File: src/rtl/pingpong_buf_ctrl_pkg.sv
// Shared bank-state encodings and default sizing for the ping-pong page buffer.
package pingpong_buf_ctrl_pkg;

    localparam int DW_DEF         = 16;
    localparam int PAGE_WORDS_DEF = 2048;
    localparam int AW_DEF         = 11;

    typedef enum logic [1:0] {
        ST_EMPTY   = 2'd0,
        ST_FILLING = 2'd1,
        ST_FULL    = 2'd2,
        ST_READING = 2'd3
    } bank_state_t;

endpackage

File: src/rtl/pingpong_buf_ctrl_bank_slot.sv
// One bank's life cycle: EMPTY -> FILLING -> FULL -> READING -> EMPTY.
//
//  state      | meaning
//  -----------+-------------------------------------------------
//  ST_EMPTY   | no valid words, writer may start a page here
//  ST_FILLING | writer has put at least one word in this bank
//  ST_FULL    | page closed, len valid, offered to the reader
//  ST_READING | reader holds the bank, writes are dropped
module pp_bank_slot
    import pingpong_buf_ctrl_pkg::*;
#(
    parameter int AW = AW_DEF
) (
    input  logic        clk,
    input  logic        rst_n,
    input  logic        open,
    input  logic        close,
    input  logic [AW:0] close_len,
    input  logic        ack,
    input  logic        done,
    output bank_state_t state,
    output logic [AW:0] len
);

    bank_state_t state_nxt;
    logic [AW:0] len_nxt;

    // State and length registers.
    always_ff @(posedge clk or negedge rst_n) begin
        if (!rst_n) begin
            state <= ST_EMPTY;
            len   <= '0;
        end else begin
            state <= state_nxt;
            len   <= len_nxt;
        end
    end

    // Next state; a close wins over an open in the same cycle (the last word of a page).
    always_comb begin
        state_nxt = state;
        len_nxt   = len;
        unique case (state)
            ST_EMPTY, ST_FILLING: begin
                if (close) begin
                    state_nxt = ST_FULL;
                    len_nxt   = close_len;
                end else if (open) begin
                    state_nxt = ST_FILLING;
                end
            end
            ST_FULL: begin
                if (ack) state_nxt = ST_READING;
            end
            ST_READING: begin
                if (done) state_nxt = ST_EMPTY;
            end
            default: state_nxt = ST_EMPTY;
        endcase
    end

endmodule

File: src/rtl/pingpong_buf_ctrl.sv
// Ping-pong page buffer sequencer: write pointer, bank pointers, drop accounting.
module pingpong_buf_ctrl
    import pingpong_buf_ctrl_pkg::*;
#(
    parameter int DW         = DW_DEF,
    parameter int PAGE_WORDS = PAGE_WORDS_DEF,
    parameter int AW         = AW_DEF
) (
    input  logic          clk,
    input  logic          rst_n,
    input  logic          wr_en,
    input  logic [DW-1:0] wr_data,
    input  logic          flush,
    input  logic          page_ack,
    input  logic          page_done,
    input  logic          ovf_clr,
    output logic          ram_we,
    output logic [AW:0]   ram_waddr,
    output logic [DW-1:0] ram_wdata,
    output logic          page_rdy,
    output logic          rd_bank,
    output logic [AW:0]   rd_len,
    output logic          wr_bank,
    output logic          overflow,
    output logic [15:0]   drop_cnt
);

    localparam logic [AW-1:0] LAST_ADDR = AW'(PAGE_WORDS - 1);

    logic [AW-1:0] wr_addr;
    bank_state_t   st  [2];
    logic [AW:0]   len [2];

    logic        wr_ok;
    logic        accept;
    logic        drop;
    logic        close;
    logic [AW:0] close_len;
    logic        rd_ack;
    logic        rd_done;

    // Acceptance and page-close decisions, all from registered state.
    always_comb begin
        wr_ok     = (st[wr_bank] == ST_EMPTY) || (st[wr_bank] == ST_FILLING);
        accept    = wr_en && wr_ok;
        drop      = wr_en && !wr_ok;
        close_len = accept ? ({1'b0, wr_addr} + 1'b1) : {1'b0, wr_addr};
        // A flush closes whatever is in the page including a word accepted this cycle.
        close     = (accept && (wr_addr == LAST_ADDR)) ||
                    (flush && (accept || (st[wr_bank] == ST_FILLING)) && (close_len != '0));
        page_rdy  = (st[rd_bank] == ST_FULL);
        rd_ack    = page_ack && page_rdy;
        rd_done   = page_done && (st[rd_bank] == ST_READING);
        rd_len    = len[rd_bank];
    end

    for (genvar i = 0; i < 2; i++) begin : g_slot
        pp_bank_slot #(.AW(AW)) u_slot (
            .clk       (clk),
            .rst_n     (rst_n),
            .open      (accept && (wr_bank == 1'(i))),
            .close     (close && (wr_bank == 1'(i))),
            .close_len (close_len),
            .ack       (rd_ack && (rd_bank == 1'(i))),
            .done      (rd_done && (rd_bank == 1'(i))),
            .state     (st[i]),
            .len       (len[i])
        );
    end

    // Write pointer, bank pointers and the registered RAM write port.
    always_ff @(posedge clk or negedge rst_n) begin
        if (!rst_n) begin
            wr_addr   <= '0;
            wr_bank   <= 1'b0;
            rd_bank   <= 1'b0;
            ram_we    <= 1'b0;
            ram_waddr <= '0;
            ram_wdata <= '0;
        end else begin
            ram_we <= accept;
            if (accept) begin
                ram_waddr <= {wr_bank, wr_addr};
                ram_wdata <= wr_data;
            end
            if (close) begin
                wr_addr <= '0;
                wr_bank <= ~wr_bank;
            end else if (accept) begin
                wr_addr <= wr_addr + 1'b1;
            end
            if (rd_done) rd_bank <= ~rd_bank;
        end
    end

    // Sticky overflow and saturating drop counter; clear beats a simultaneous drop.
    always_ff @(posedge clk or negedge rst_n) begin
        if (!rst_n) begin
            overflow <= 1'b0;
            drop_cnt <= '0;
        end else if (ovf_clr) begin
            overflow <= 1'b0;
            drop_cnt <= '0;
        end else if (drop) begin
            overflow <= 1'b1;
            if (drop_cnt != 16'hFFFF) drop_cnt <= drop_cnt + 16'd1;
        end
    end

endmodule

File: config.mk
export PLATFORM = sky130hd
export DESIGN_NAME = pingpong_buf_ctrl
export DESIGN_NICKNAME = d
export VERILOG_FILES = /design/src/rtl/pingpong_buf_ctrl_pkg.sv /design/src/rtl/pingpong_buf_ctrl_bank_slot.sv /design/src/rtl/pingpong_buf_ctrl.sv
export SDC_FILE = /design/constraint.sdc
export NUM_CORES = 1
export LEC_CHECK = 0
export ABC_AREA = 0
export CORE_MARGIN = 4
export CORE_UTILIZATION = 51
export CTS_CLUSTER_SIZE = 10
export DETAILED_ROUTE_END_ITERATION = 8
export PLACE_DENSITY = 0.85
export SYNTH_ARGS = -nofsm -noshare
export SYNTH_HDL_FRONTEND = slang
export SYNTH_SLANG_ARGS = --single-unit
File: constraint.sdc
create_clock -name clk -period 3.9 [get_ports clk]
set_input_delay 0.585 -clock clk [delete_from_list [all_inputs] [get_ports clk]]
set_output_delay 0.585 -clock clk [all_outputs]
set_load 0.05 [all_outputs]
# After elaboration in Yosys (flattened, before gate mapping)
# Cells that the tools add are included.
dict set report totals {
  out_inout_bits 61
  input_bits 23
  word_cells 98
  register_bits 87
}
dict set report op_classes {
  n_lt_le_gt_ge 2
  eq_ne 17
  add_sub_neg 3
  bitwise_logic 4
  n_mux 27
  reduce_logical 33
}
# op n
set op_table {}
lappend op_table {{12-bit two-way mux} 4}
lappend op_table {{16-bit two-way mux} 3}
lappend op_table {{2-bit two-way mux} 14}
lappend op_table {{11-bit two-way mux} 2}
lappend op_table {{16-bit by 1-bit adder with 16-bit output (second input constant)} 1}
lappend op_table {{16-bit != test (second input constant)} 1}
lappend op_table {{1-bit logical AND} 15}
lappend op_table {{11-bit by 1-bit adder with 12-bit output (second input constant)} 1}
lappend op_table {{2-bit == test (second input constant)} 6}
lappend op_table {{2-bit one-hot mux with 3 select lines} 2}
lappend op_table {{12-bit nonzero test} 1}
lappend op_table {{11-bit by 1-bit adder with 11-bit output (second input constant)} 1}
lappend op_table {{11-bit == test (second input constant)} 1}
lappend op_table {{2-bit by 1-bit != test with 1-bit output (second input constant)} 4}
lappend op_table {{2-bit by 1-bit == test with 1-bit output (second input constant)} 3}
lappend op_table {{2-bit logical NOT} 3}
lappend op_table {{3-bit by 1-bit != test with 1-bit output (second input constant)} 2}
lappend op_table {{2-bit AND reduction} 3}
lappend op_table {{3-bit AND reduction} 2}
lappend op_table {{2-bit nonzero test} 3}
lappend op_table {{2-bit greater-or-equal comparator (second input constant)} 2}
lappend op_table {{1-bit inverter with 2-bit output} 2}
lappend op_table {{2-bit OR reduction} 2}
lappend op_table {{1-bit logical OR} 3}
lappend op_table {{3 further kinds} 5}

# Longest topological paths before layout
dict set report logic_depth {
  ltp_word 14
  ltp_mapped 11
  mapped_depth_nobuf 8
}

# Hierarchy
# A second synthesis with hierarchy kept.
dict set report unflattened {
  hier_cells 399
  hier_area_um2 4205.3
}
# mod area_per_inst_um2 cells_per_inst n_inst
set by_module_without_submodules {}
lappend by_module_without_submodules {pingpong_buf_ctrl 3026.7 331 1}
lappend by_module_without_submodules {pp_bank_slot 589.3 34 2}

# Worst setup path before layout
# OpenSTA, ideal clock, no wires.
dict set report synth_timing {
  path_type {reg2reg}
  startpoint {register wr_bank}
  endpoint {register g_slot[1].u_slot.len[11]}
  period_less_slack_ns 2.980
  path_buffers 3
  stages_incl_launch_ff 11
  arrival_time_ns 2.855
  required_time_ns 3.775
  setup_time_ns 0.125
  slack_ns 0.920
  cell_sequence {dfrtp_1 buf_6 mux2_4 nor4_2 xnor2_1 nand4_1 o31a_4 buf_6 nand2_4 buf_6 mux2_4}
}
dict set report synth_between {
  elab_chain_cells 13
}
# element line
set synth_rtl {}
lappend synth_rtl {{start, declared} pingpong_buf_ctrl.sv:23} ;# output logic wr_bank,
lappend synth_rtl {{start signal, assigned} pingpong_buf_ctrl.sv:88} ;# wr_bank <= ~wr_bank;
lappend synth_rtl {{1-bit inverter with 2-bit output (implied by the code)} {pingpong_buf_ctrl.sv:44, pingpong_buf_ctrl.sv:50}}
lappend synth_rtl {{2-bit two-way mux (implied by the code) (3 in series)} {pingpong_buf_ctrl.sv:44, pingpong_buf_ctrl.sv:50}}
lappend synth_rtl {{2-bit by 1-bit == test with 1-bit output or 2-bit logical NOT (tied branches)} {pingpong_buf_ctrl.sv:44, pingpong_buf_ctrl.sv:50}}
lappend synth_rtl {{1-bit logical OR} pingpong_buf_ctrl.sv:44} ;# wr_ok = (st[wr_bank] == ST_EMPTY) || (st[wr_bank] == ST_FILLING);
lappend synth_rtl {{1-bit logical AND} pingpong_buf_ctrl.sv:45} ;# accept = wr_en && wr_ok;
lappend synth_rtl {{12-bit two-way mux or 1-bit logical OR (tied branches)} {pingpong_buf_ctrl.sv:47, pingpong_buf_ctrl.sv:50}}
lappend synth_rtl {{12-bit nonzero test or 1-bit logical AND (tied branches)} pingpong_buf_ctrl.sv:50} ;# (flush && (accept || (st[wr_bank] == ST_FILLING)) && (close_len != '0));
lappend synth_rtl {{1-bit logical AND} pingpong_buf_ctrl.sv:50}
lappend synth_rtl {{1-bit logical OR} pingpong_buf_ctrl.sv:49} ;# close = (accept && (wr_addr == LAST_ADDR)) ||
lappend synth_rtl {{1-bit logical AND} pingpong_buf_ctrl.sv:62} ;# .close (close && (wr_bank == 1'(i))),
lappend synth_rtl {{2-bit AND reduction (no line)} -}
lappend synth_rtl {{end signal, assigned} pingpong_buf_ctrl_bank_slot.sv:35} ;# len <= len_nxt;
lappend synth_rtl {{end, declared} pingpong_buf_ctrl_bank_slot.sv:22} ;# output logic [AW:0] len
# Several ways; a longest one is shown, not always the timed one. The select of a mux whose other input is x is not followed.
# A chain may end at the register's enable or synchronous reset.

# Worst setup path in the final report
dict set report layout_timing {
  startpoint {register wr_bank}
  endpoint {register g_slot[0].u_slot.len[1]}
}
dict set report layout_between {
  elab_chain_cells 13
}
# element line
set layout_rtl {}
lappend layout_rtl {{1-bit inverter with 2-bit output (implied by the code)} {pingpong_buf_ctrl.sv:44, pingpong_buf_ctrl.sv:50}}
lappend layout_rtl {{2-bit two-way mux (implied by the code) (3 in series)} {pingpong_buf_ctrl.sv:44, pingpong_buf_ctrl.sv:50}}
lappend layout_rtl {{2-bit by 1-bit == test with 1-bit output or 2-bit logical NOT (tied branches)} {pingpong_buf_ctrl.sv:44, pingpong_buf_ctrl.sv:50}}
lappend layout_rtl {{1-bit logical OR} pingpong_buf_ctrl.sv:44}
lappend layout_rtl {{1-bit logical AND} pingpong_buf_ctrl.sv:45}
lappend layout_rtl {{12-bit two-way mux or 1-bit logical OR (tied branches)} {pingpong_buf_ctrl.sv:47, pingpong_buf_ctrl.sv:50}}
lappend layout_rtl {{12-bit nonzero test or 1-bit logical AND (tied branches)} pingpong_buf_ctrl.sv:50}
lappend layout_rtl {{1-bit logical AND} pingpong_buf_ctrl.sv:50}
lappend layout_rtl {{1-bit logical OR} pingpong_buf_ctrl.sv:49}
lappend layout_rtl {{1-bit logical AND} pingpong_buf_ctrl.sv:62}
lappend layout_rtl {{2-bit AND reduction (no line)} -}
lappend layout_rtl {{end signal, assigned} pingpong_buf_ctrl_bank_slot.sv:35}
lappend layout_rtl {{end, declared} pingpong_buf_ctrl_bank_slot.sv:22}
# Several ways; a longest one is shown, not always the timed one. The select of a mux whose other input is x is not followed.

==> flow_summary_export.csv <==
group,metric,value,unit
routing,met1Wirelength,3970,microns
clock_network,htree_levels,3,
synthesis,synth_compound_area_frac,0.0548,
clock_network,clk_pin_slew,0.09,ns
synthesis,synth_most_common_cell,"dfrtp_1",
clock_network,numCtsBuffers,9,
synthesis,synth_seq_area_share,0.533,
clock_network,cts.sinks,87,
routing,first_pass_iters,4,
placement,place_area,0.00497,sq mm
pwr,p_per_area,698,mW/mm^2
sta,finalClockSkew,0.00788,ns
floorplan,die_area,0.00951,sq mm
sta,rsz0062_at_grt,"no",
synthesis,synth_top_family_by_area,"multiplexers",
global_route,grt_pass1_wl,15200,microns
routing,wl_met2,4560,microns
global_route,antenna_found_initial,0,
floorplan,die_h,97.5,microns
synthesis,ys_ff_latch,87,
final_layout,layout-drive-gt1-share,0.201,
synthesis,synthArstFlopShare,1.00,
sta,hold_violations,0,
critical_path,endpoint_kind,"flip-flop",
clock_network,cts-hold-fix-buffers,0,
sta,worst_pin_slew,1.07,ns
floorplan,core_area,0.00777,sq mm
synthesis,synth_edf_count,0,
synthesis,synth_area_leaders,"dfrtp_1 53%, mux2_2 14%, nor2_1 2.8%",
global_route,grt_usage,0.196,
critical_path,path_class,"flip-flop to flip-flop",
clock_network,cts_buffer_depth,2,
sta,finalSetupTns,0,ns
synthesis,synth.top_cell.area_share,0.533,
synthesis,synth_area_leader_cell,"dfrtp_1",
synthesis,synth.cell_area,0.00409,sq mm
routing,via_per_inst,5.53,
routing,vias,2929,
sta,slew_viol_final,0,
synthesis,syn_nets,368,
clock_network,cts_tree,"built",
critical_path,crit_arrival,3.37,ns
run,maxCapViolCount,0,
routing,drc,0,
routing,ant_nets,0,
sta,fin_crit,3.13,ns
placement,gpl.final_weighted_congestion,0.942,
placement,port_buffers,83,
final_layout,fillers,593,
critical_path,cp_max_fo,14,
routing,wl_met3,488,microns
outcome,status,"completed",
final_layout,instances_no_fill,530,
final_layout,num_antenna_cells,0,
final_layout,nNetsFinal,448,
synthesis,synth_cell_types,49,
clock_network,worstSkewPairLatency,0.36,ns
sta,timing.fmax,320,MHz
sta,setup_viol,0,
final_layout,finalInstanceArea,0.00518,sq mm
floorplan,chipWidth,97.5,microns
sta,timing.hold.ws,0.415,ns
clock_network,cts_resized,0,
synthesis,synth_fa_ha_area_frac,0.00612,
routing,wl_per_cell,17.2,microns
sta,fin_crit_sh,0.802,
critical_path,rrSetupSlack,0.77,ns
synthesis,synth_ff_type,"dfrtp_1",
synthesis,synth.area.mux_share,0.177,
routing,routed_wl,9120,microns
placement,dpl.hpwl,6440,microns
synthesis,synth_xor_xnor_area_share,0.0557,
placement,dp.cells,514,
floorplan,ios,84,
critical_path,critPathLaunchType,"flip-flop",
final_layout,synthToLayoutAreaGrowth,26.8,%
pwr,vdd_drop_max,0.497,mV
synthesis,ys_warn_count,0,
synthesis,synth_simple_gate_area_share,0.146,
min_path,hold_path.class,"primary input to async pin",
routing,routed.top_layer,"met4",
critical_path,cp.required,4.14,ns
clock_network,root_buffer,"clkbuf_8",
pwr,power.leakage,2.29,nW
global_route,overflow,0,
floorplan,initial_core_util,0.526,
routing,drt_iter0_drc,178,
synthesis,synthCells,343,
floorplan,rows,32,
global_route,grt_pass1_vias,2977,
synthesis,synthTopCellsByCount,"87 x dfrtp_1, 51 x mux2_2, 31 x nor2_1, 25 x nand2_1, 15 x nand3_1",
sta,worst_slew_margin_rel,0.285,
synthesis,syn_area_per_cell,11.9,sq um
global_route,grt_max_degree,88,
clock_network,post_cts_buffers,0,
==> critical path, cell delays in order, from the launching register on <==
cell     delay [ns]
dfrtp_1        0.70
mux2i_4        0.47
nand4_1        0.22
xor2_1         0.31
nand4_1        0.19
o31a_4         0.46
nand2_2        0.28
mux2_2         0.38
==> area by class of cell <==
type | instances | area (sq um) | area share
multi-input cells | 234 | 1800 | 0.347
inverters | 5 | 18.8 | 0.00362
clock buffers | 12 | 155 | 0.0300
repair buffers | 86 | 851 | 0.164
flip-flops and latches | 87 | 2180 | 0.420
well taps | 102 | 128 | 0.0246
clock inverters | 4 | 53.8 | 0.0104
==> per-layer routing <==
| metal | vias up | global-route usage |
|---|---|---|
| li1 | 1368 | - |
| met1 | 1474 | 0.252 |
| met2 | 79 | 0.326 |
| met3 | 8 | 0.0409 |
| met4 | 0 | 0.0735 |
| met5 | - | 0 |
==> metrics by stage <==
stage	setup slack (ns)	utilization	power (W)
2_1_floorplan	0.920	-	0.00247
3_3_place_gp	0.674	0.640	0.00294
3_5_place_dp	0.588	0.640	0.00298
4_1_cts	0.812	0.667	0.00364
5_1_grt	0.619	0.667	0.00379
6_report	0.773	0.667	0.00362
==> cells in the final DEF (no fill, tap or decap), types with 3 or more instances in the layout <==
master	Yosys	final
a21oi_1	4	4
a31oi_1	3	3
a41oi_1	3	3
and4_1	5	5
buf_4	1	4
clkbuf_8	0	11
clkdlybuf4s50_1	0	82
dfrtp_1	87	87
inv_1	4	4
mux2_2	51	51
mux2_4	7	7
nand2_1	25	25
nand3_1	15	15
nand4_1	9	9
nor2_1	31	31
nor2b_1	9	9
nor3_1	6	6
o21ai_0	7	7
o2bb2ai_1	4	4
xnor2_1	13	13
xor2_1	13	13
==> flip-flops by register name, summed over array words and instances (netlist names), 4 cells and up <==
register,cells
wr_addr,11
g_slot.u_slot.len,24
ram_wdata,16
g_slot.u_slot.state,4
ram_waddr,12
drop_cnt,16
==> logic make-up (layout without fill, tap and decap cells) <==
logic type	after synthesis	in the layout
XOR/XNOR	26	26
buffers and inverters	22	107
multiplexers	61	61
AND/OR/NAND/NOR	115	115
AO/OA/AOI/OAI	30	30
flip-flops	87	87
adder cells (fa/ha/maj)	2	2
==> worst paths after layout <==
kind                         startpoint                       to  cells after the start
setup / recovery                wr_bank  g_slot[0].u_slot.len[1]                      7
hold / removal                    rst_n  g_slot[1].u_slot.len[9]                      1
setup reg to reg                wr_bank  g_slot[0].u_slot.len[1]                      7
hold reg to reg            ram_waddr[2]             ram_waddr[2]                      2
max in group asynchronous         rst_n             ram_waddr[1]                      1
min in group clk           ram_waddr[2]             ram_waddr[2]                      2
==> report_power, final <==
group	total [W]	internal (W)	switching [W]
clock	0.000652	0.000333	0.000319
sequential	0.00131	0.00110	0.000207
combinational	0.00166	0.000641	0.00102
Note: power is estimated with default switching activity, not from simulation.
